--- src/rtl/ifu_fetch.sv ---
// ifu_fetch: instruction fetch unit with a two-entry output buffer.
//
// Issues sequential fetch requests to an instruction memory that has no
// backpressure and answers exactly one cycle after each accepted request.
// A request is only issued when its response is guaranteed a buffer slot.
// Buffered {pc, inst} pairs are handed to decode over a valid/ready channel.
// A downstream redirect flushes the buffer and restarts fetch at a new pc.
//
// Optional feature macro: IFU_MISALIGN_FAULT_EN
//   defined   : a redirect to a non-word-aligned pc enters FAULT and raises
//               fetch_fault until an aligned redirect arrives.
//   undefined : redirect targets are forced word aligned; FAULT unreachable.
//
// Ports
//   clk            in   sole clock, posedge
//   rst            in   synchronous active-low reset
//   validPC        out  fetch request to instruction memory
//   pc             out  fetch address (meaningful when validPC=1)
//   validInst      in   memory response valid (one cycle after request)
//   inst           in   instruction word
//   out_valid      out  decode channel valid
//   out_ready      in   decode channel ready
//   out_pc         out  pc of buffer head
//   out_inst       out  instruction of buffer head
//   redirect_valid in   branch/jump/trap redirect
//   redirect_pc    in   redirect target
//   fetch_fault    out  misaligned-redirect fault flag

module ifu_fetch #(
  parameter logic [31:0] RESET_PC  = 32'h8000_0000,
  parameter int          BUF_DEPTH = 2
) (
  input  logic        clk,
  input  logic        rst,
  output logic        validPC,
  output logic [31:0] pc,
  input  logic        validInst,
  input  logic [31:0] inst,
  output logic        out_valid,
  input  logic        out_ready,
  output logic [31:0] out_pc,
  output logic [31:0] out_inst,
  input  logic        redirect_valid,
  input  logic [31:0] redirect_pc,
  output logic        fetch_fault
);

  typedef enum logic [1:0] {
    ST_BOOT  = 2'd0,
    ST_RUN   = 2'd1,
    ST_FAULT = 2'd2
  } state_t;

  state_t      r_state;
  state_t      w_state_nxt;
  logic [31:0] r_pc;
  logic [31:0] r_rsp_pc;
  logic        r_inflight;
  logic [1:0]  r_count;
  logic        r_head;
  logic [31:0] r_fifo_pc   [0:1];
  logic [31:0] r_fifo_inst [0:1];

  logic        w_pop;
  logic        w_push;
  logic        w_issue;
  logic [2:0]  w_occ;
  logic        w_tail;
  logic        w_fault_st;
  logic        w_redir_misaligned;
  logic [31:0] w_redir_target;

`ifdef IFU_MISALIGN_FAULT_EN
  assign w_redir_misaligned = (redirect_pc[1:0] != 2'b00);
  assign w_redir_target     = redirect_pc;
`else
  assign w_redir_misaligned = 1'b0;
  assign w_redir_target     = redirect_pc & 32'hFFFF_FFFC;
`endif

  assign out_valid = rst & (r_count != 2'd0);
  assign w_pop     = out_valid & out_ready;
  // Slots that will be occupied after this cycle's pop, counting the
  // response still in flight; a new request needs one slot left over.
  assign w_occ     = {1'b0, r_count} + {2'b00, r_inflight} - {2'b00, w_pop};
  assign w_issue   = rst & (r_state == ST_RUN) & ~redirect_valid
                     & (w_occ < 3'(BUF_DEPTH));
  assign w_push    = rst & validInst & r_inflight & ~redirect_valid;
  // Tail slot is head offset by occupancy; a full buffer never pushes.
  assign w_tail    = r_head ^ r_count[0];

  assign validPC     = w_issue;
  assign pc          = r_pc;
  assign out_pc      = rst ? r_fifo_pc[r_head]   : 32'h0000_0000;
  assign out_inst    = rst ? r_fifo_inst[r_head] : 32'h0000_0000;
  assign fetch_fault = rst & w_fault_st;

  // FSM state register
  always_ff @(posedge clk) begin
    if (!rst) begin
      r_state <= ST_BOOT;
    end else begin
      r_state <= w_state_nxt;
    end
  end

  // FSM next state; redirects override the boot/run progression
  always_comb begin
    w_state_nxt = r_state;
    w_fault_st  = 1'b0;
    case (r_state)
      ST_BOOT, ST_RUN: begin
        if (redirect_valid && w_redir_misaligned) begin
          w_state_nxt = ST_FAULT;
        end else begin
          w_state_nxt = ST_RUN;
        end
      end
      ST_FAULT: begin
        w_fault_st = 1'b1;
        if (redirect_valid && !w_redir_misaligned) begin
          w_state_nxt = ST_RUN;
        end else begin
          w_state_nxt = ST_FAULT;
        end
      end
      default: begin
        w_state_nxt = ST_BOOT;
      end
    endcase
  end

  // Fetch pointer, in-flight tracking and buffer occupancy
  always_ff @(posedge clk) begin
    if (!rst) begin
      r_pc       <= RESET_PC;
      r_rsp_pc   <= 32'h0000_0000;
      r_inflight <= 1'b0;
      r_count    <= 2'd0;
      r_head     <= 1'b0;
    end else if (redirect_valid) begin
      r_pc       <= w_redir_target;
      r_inflight <= 1'b0;
      r_count    <= 2'd0;
      r_head     <= 1'b0;
    end else begin
      r_inflight <= w_issue;
      if (w_issue) begin
        r_pc     <= r_pc + 32'd4;
        r_rsp_pc <= r_pc;
      end
      r_count <= r_count + {1'b0, w_push} - {1'b0, w_pop};
      if (w_pop) begin
        r_head <= ~r_head;
      end
    end
  end

  // Buffer storage
  always_ff @(posedge clk) begin
    if (!rst) begin
      r_fifo_pc[0]   <= 32'h0000_0000;
      r_fifo_pc[1]   <= 32'h0000_0000;
      r_fifo_inst[0] <= 32'h0000_0000;
      r_fifo_inst[1] <= 32'h0000_0000;
    end else if (w_push) begin
      r_fifo_pc[w_tail]   <= r_rsp_pc;
      r_fifo_inst[w_tail] <= inst;
    end
  end

  ifu_fetch_chk u_chk (
    .clk   (clk),
    .rst   (rst),
    .push  (w_push),
    .count (r_count)
  );

endmodule

// ifu_fetch_chk: buffer occupancy properties for ifu_fetch.
// Ports: clk, rst (active-low), push strobe, current count.
module ifu_fetch_chk (
  input logic       clk,
  input logic       rst,
  input logic       push,
  input logic [1:0] count
);

  a_no_push_when_full: assert property (@(posedge clk) disable iff (!rst)
    !(push && (count == 2'd2)));

  a_count_bounded: assert property (@(posedge clk) disable iff (!rst)
    (count <= 2'd2));

endmodule

--- config.mk ---
export PLATFORM = sky130hd
export DESIGN_NAME = ifu_fetch
export DESIGN_NICKNAME = d
export VERILOG_FILES = /design/src/rtl/ifu_fetch.sv
export SDC_FILE = /design/constraint.sdc
export NUM_CORES = 1
export LEC_CHECK = 0
export BUFFER_PORTS_ARGS = -buffer_cell sky130_fd_sc_hd__buf_2
export CORE_ASPECT_RATIO = 1.75
export CORE_MARGIN = 2
export CORE_UTILIZATION = 24
export CTS_CLUSTER_DIAMETER = 50
export DETAILED_ROUTE_END_ITERATION = 10
export GPL_TIMING_DRIVEN = 0
export SYNTH_ARGS = -nofsm -noshare
export SYNTH_HDL_FRONTEND = slang
export SYNTH_SLANG_ARGS = --single-unit
export TNS_END_PERCENT = 5
--- constraint.sdc ---
create_clock -name clk -period 21 [get_ports clk]
set_input_delay 4.2 -clock clk [delete_from_list [all_inputs] [get_ports clk]]
set_output_delay 4.2 -clock clk [all_outputs]
set_load 0.03 [all_outputs]
# Yosys cells after proc, flatten, opt, wreduce, memory -nomap -nowiden
# Memories as Yosys holds them, arrays and structs flattened. A register that Yosys moved wholly into a read port is not among the register bits.
# Index checks and enable logic that the tools add are counted.
dict set report word_totals {
  ff_bits 70
  latch_bits 0
  ram_bits 128
  rom_bits 0
  inputBits 69
  wordCells 59
  mem_count 2
}
# memory depth width rd rd_clocked_by_memory_dff wr line_no
set memory_table {}
lappend memory_table {r_fifo_inst 2 32 1 1 2 62} ;# logic [31:0] r_fifo_inst [0:1];
lappend memory_table {r_fifo_pc 2 32 1 1 2 61} ;# logic [31:0] r_fifo_pc [0:1];
dict set report classes {
  addsub 5
  mul 0
  div_mod_pow 0
  magnitude_cmp 1
  n_eq_ne 2
  shifts 0
  muxes 21
  bitwise 13
  n_reduce_logical 8
}
# op n
set ops {}
lappend ops {{$mux 32} 6}
lappend ops {{$reduce_or 32->1} 2}
lappend ops {{$add 32x3->32 const B} 1}
lappend ops {{$mux 1} 13}
lappend ops {{$and 1x1->1} 9}
lappend ops {{$pmux 2 s2} 1}
lappend ops {{$reduce_bool 2->1} 2}
lappend ops {{$reduce_or 2->1} 2}
lappend ops {{$add 2x1->3} 1}
lappend ops {{$lt 3x2->1 const B} 1}
lappend ops {{$not 1->1} 3}
lappend ops {{$sub 3x1->3} 1}
lappend ops {{$add 2x1->2} 1}
lappend ops {{$eq 2x1->1 const B} 1}
lappend ops {{$eq 2x2->1 const B} 1}
lappend ops {{$logic_not 2->1} 1}
lappend ops {{$mux 2} 1}
lappend ops {{$reduce_and 2->1} 1}
lappend ops {{$sub 2x1->2} 1}
lappend ops {{$xor 1x1->1} 1}

# Longest topological paths before layout
dict set report logic_depth {
  word_depth 8
  depth_mapped 14
}

# Worst setup path after synthesis
# OpenSTA, ideal clock, no wires.
dict set report synth_path {
  path_type {in2out}
  from {in rst}
  to {out validPC}
  arrival_ps 7012
  t_required_ps 16800
  setup_slack_ps 9788
  cell_stages 11
  n_path_buf 2
  path_cell_list {buf_2 -> clkinv_1 -> nor2_1 -> and2_1 -> ha_1 -> nand2b_1 -> fa_1 -> and4bb_1 -> nand3_2 -> clkinv_1 -> clkbuf_1}
}
dict set report synth_via {
  elab_chain_cells 5
  word_cells_on_any_way 7
  classes_between {1 x add/sub; 1 x order compare; 5 x bitwise}
}
# element line_no
set synth_lines {}
lappend synth_lines {{start, declared} 34} ;# input logic rst,
lappend synth_lines {{$and 1x1->1} 81} ;# assign out_valid = rst & (r_count != 2'd0);
lappend synth_lines {{via out_valid} 39} ;# output logic out_valid,
lappend synth_lines {{$and 1x1->1} 82} ;# assign w_pop = out_valid & out_ready;
lappend synth_lines {{via w_pop} 64} ;# logic w_pop;
lappend synth_lines {{$sub 3x1->3} 85} ;# assign w_occ = {1'b0, r_count} + {2'b00, r_inflight} - {2'b00, w_pop};
lappend synth_lines {{$lt 3x2->1} 87} ;# & (w_occ < 3'(BUF_DEPTH));
lappend synth_lines {{$and 1x1->1} 87}
lappend synth_lines {{end, declared} 35} ;# output logic validPC,
# The timed path passes the listed nets, and every way through them passes these cells.

# Worst setup path after layout
dict set report layout_path {
  from {in rst}
  to {out validPC}
}
dict set report layout_via {
  elab_chain_cells 5
  word_cells_on_any_way 7
  classes_between {1 x add/sub; 1 x order compare; 5 x bitwise}
}
# element line_no
set layout_lines {}
lappend layout_lines {{$and 1x1->1} 81}
lappend layout_lines {{$and 1x1->1} 82}
lappend layout_lines {{via w_pop} 64}
lappend layout_lines {{$sub 3x1->3} 85}
lappend layout_lines {{$lt 3x2->1} 87}
lappend layout_lines {{$and 1x1->1} 87}
# The timed path passes the listed nets, and every way through them passes these cells.

==> impl_metrics.ini <==
[routing]
detail_route.drc_violations = 0
drtPass1Iterations = 4
routed_wl_mm = 23.6
first_iter_violations = 252
final_antenna_net_count = 0
detailroute.via_count = 6252
via_per_inst = 4.27
wire_per_inst_um = 16.1

[floorplanning]
effective_utilization_at_floorplan = 0.242
chipWidth_um = 148
std_cell_rows = 92
io-pin-count = 168
core_sq_um = 35800
floorplan.die_area_sq_um = 37700
die_y_um = 255

[power]
irDropWorstVdd_mv = 0.0437
combinationalPowerShare = 0.089
internal-power_w = 0.000602
clkPwrFrac = 0.389
seq_power_share = 0.522
power.static_leakage_nw = 4.01
power.switching_w = 0.000207
switching_share = 0.256
power_density_relative_to_cell_area_nw_per_um2 = 75.3

[timing]
hold_violations = 0
rsz0062_at_grt = no
fin_setup_tns_ps = 0
fin_skew_ps = 12.2
slew_violations = 0
post-route-period-util = 0.554
max-slew-margin-rel = 0.323
finalSetupViolCount = 0
final.min_clock_period_ps = 11640
timing.fmax_mhz = 85.9
worst-slew-pin-transition_ps = 1010

[worst_setup_path]
critical-path-slowest-cell = fa_1
crit_path_cell_trace = buf_2, clkinv_1, nor2_1, and2_1, ha_1, nand2b_1, fa_1, and4bb_1, nand3_2, clkinv_1, clkbuf_1, buf_2
critical_path_arrival_ps = 7440
worstSetupStartpointType = input pin
rrSetupSlack_ps = 17440
worst-endpoint-required_ps = 16800
crit_type = input pin to primary output
critical-path-top-delay-family = buffers and inverters
timing.critical_path.fanout_max = 10
worstPathBufferInverterCount = 5
critical_path.max_stage_delay_ps = 510
endpoint_type_of_the_worst_setup_path = primary output

[logic_synthesis]
synthArstFlopShare = 0
mapped_avg_cell_area_sq_um = 10.9
syn_std_cell_area_sq_um = 8660
dominantRegCellSynth = edfxtp_1
yosysUniqueCellTypes = 46
synth-warning-count = 0
post_synth_inst_count = 797
sequential_cell_area_fraction_in_the_yosys_report = 0.585
synth-edff-count = 124
synth.ff_latch_count = 191

[global_routing]
grt.total_usage = 0.128
number_of_global_route_vias_before_repair = 6618
grt_first_pass_wirelength_mm = 36.5
global_route.overflow_total = 0
grt_max_degree = 28
number_of_antenna_violations_at_the_first_check_in_global_routing = 0

[cells_and_area]
design.final.nets = 1056
final_layout_size_suffix_gt1_frac = 0.215
mostFrequentLayoutCells = buf_2 (166), and2_1 (129), edfxtp_1 (124)
diodes = 0
most_common_cell_after_layout_fill_and_taps_aside = buf_2
area.growth.synth_to_final_pct = 24.0
finish.utilization = 0.300

[clock_tree]
cts_num_sinks = 191
cts_buffer_depth = 2
clockRootBuffer = clkbuf_16
tritoncts.num_buffers = 17
worst_setup_hold_path_clk_slew_ps = 70
post_cts_buffers = 0
cts_tree = done
clock_tree.htree_level_count = 4
cts.repair.resized = 0
clock_insertion_delay_worst_skew_ps = 450
cts.hold.buffers_added = 0

[place]
place_congestion = 0.801
port-buffer-count = 159
hpwlAfterDp_mm = 18.6

[outcome]
run_status = complete, no violations

[run]
maxCapViolations = 0

[hold_path]
min_path_type = flip-flop to flip-flop
worst reg2reg max path, stage by stage (launching register included):
cell,delay (ps)
dfxtp_1,470
nor2_1,70
nor2_1,190
and2_1,310
ha_1,280
nand2b_1,160
fa_1,510
and4bb_1,210
nand3_2,190
clkinv_1,240
clkbuf_1,510
nand2_1,180
a21boi_0,170
power by group through the flow:
stage	combinational, W	clock [W]	sequential (W)
final	0.0000722	0.000314	0.000422
after CTS	0.0000737	0.000322	0.000422
after global routing	0.0000784	0.000335	0.000424
after floorplan	0.0000362	0	0.000437
after global placement	0.0000705	0	0.000433
after detailed placement	0.0000735	0	0.000431
per-stage QoR:
stage / instance area, sq um / setup slack [ps] / total power, W / hold slack [ps] / std cells
3_3_place_gp: 10100 / 8380 / 0.000504 / 448 / 1429
2_1_floorplan: 8670 / 9790 / 0.000473 / 437 / 800
4_1_cts: 10700 / 9360 / 0.000818 / 463 / 1465
5_1_grt: 10700 / 9140 / 0.000837 / 484 / 1465
3_5_place_dp: 10200 / 9380 / 0.000504 / 453 / 1433
6_report: 10700 / 9360 / 0.000809 / 463 / 1465
sequential cells by signal, indices dropped and copies added (netlist names), named ones only:
register	flops
r_rsp_pc	30
r_state	2
pc	30
r_inflight	1
r_fifo_inst	64
r_fifo_pc	60
r_head	1
r_count	2
cell usage after synthesis, types with 4 or more instances:
| cell | number | area share |
|---|---|---|
| edfxtp_1 | 124 | 0.43 |
| nand3_1 | 17 | 0.0098 |
| nor4_1 | 7 | 0.0051 |
| xnor2_1 | 15 | 0.015 |
| a211oi_1 | 6 | 0.0052 |
| nor2_1 | 80 | 0.035 |
| mux2i_1 | 63 | 0.073 |
| xor2_1 | 8 | 0.0081 |
| a21boi_0 | 9 | 0.0078 |
| and3_1 | 9 | 0.0065 |
| and2_1 | 129 | 0.093 |
| inv_1 | 6 | 0.0026 |
| a31oi_1 | 6 | 0.0043 |
| dfxtp_1 | 67 | 0.15 |
| buf_1 | 4 | 0.0017 |
| clkbuf_1 | 38 | 0.016 |
| nor3_1 | 7 | 0.0040 |
| o21ai_0 | 11 | 0.0064 |
| nand2_1 | 90 | 0.039 |
| nand4_1 | 10 | 0.0072 |
| or4_1 | 4 | 0.0035 |
| a21oi_1 | 35 | 0.020 |
| buf_4 | 4 | 0.0035 |
| buf_2 | 7 | 0.0040 |
| and4_1 | 4 | 0.0040 |
| ha_1 | 4 | 0.0058 |
layout make-up:
cell class	count	area, sq um
well taps	470	588
repair buffers	163	891
clock inverters	12	129
multi-input cells	545	3350
fillers	3722	25100
inverters	9	33.8
clock buffers	20	437
flip-flops and latches	191	5060
plain buffers	55	245
metal layers:
metal / wire (um) / share of wire / track usage / vias up
met5: 0 / 0 / 0 / -
met4: 1330 / 0.056 / 0.0796 / 0
met3: 831 / 0.035 / 0.0266 / 54
met2: 13100 / 0.55 / 0.244 / 160
met1: 8370 / 0.35 / 0.122 / 2919
li1: - / - / - / 3119
final timing paths:
| check | depth (start not counted) | from | endpoint |
|---|---|---|---|
| worst min-delay path | 2 | r_rsp_pc[10] | r_rsp_pc[10] |
| worst min register to register | 2 | r_rsp_pc[10] | r_rsp_pc[10] |
| worst max-delay path | 12 | rst | validPC |
| worst max register to register | 12 | r_count[1] | r_rsp_pc[23] |
kinds of logic (layout without fill, tap and decap cells):
group | count (synthesis) | in the layout | share of synthesized area
muxes | 66 | 66 | 0.0767
DFF | 191 | 191 | 0.585
AOI/OAI and AO/OA | 81 | 81 | 0.0566
buffers and inverters | 64 | 259 | 0.0322
adders and majority gates | 5 | 5 | 0.00809
xor gates and xnor gates | 24 | 24 | 0.0251
and+or+nand+nor | 365 | 365 | 0.216
other | 1 | 4 | 0.000433
Note: power is estimated with default switching activity, not from simulation.
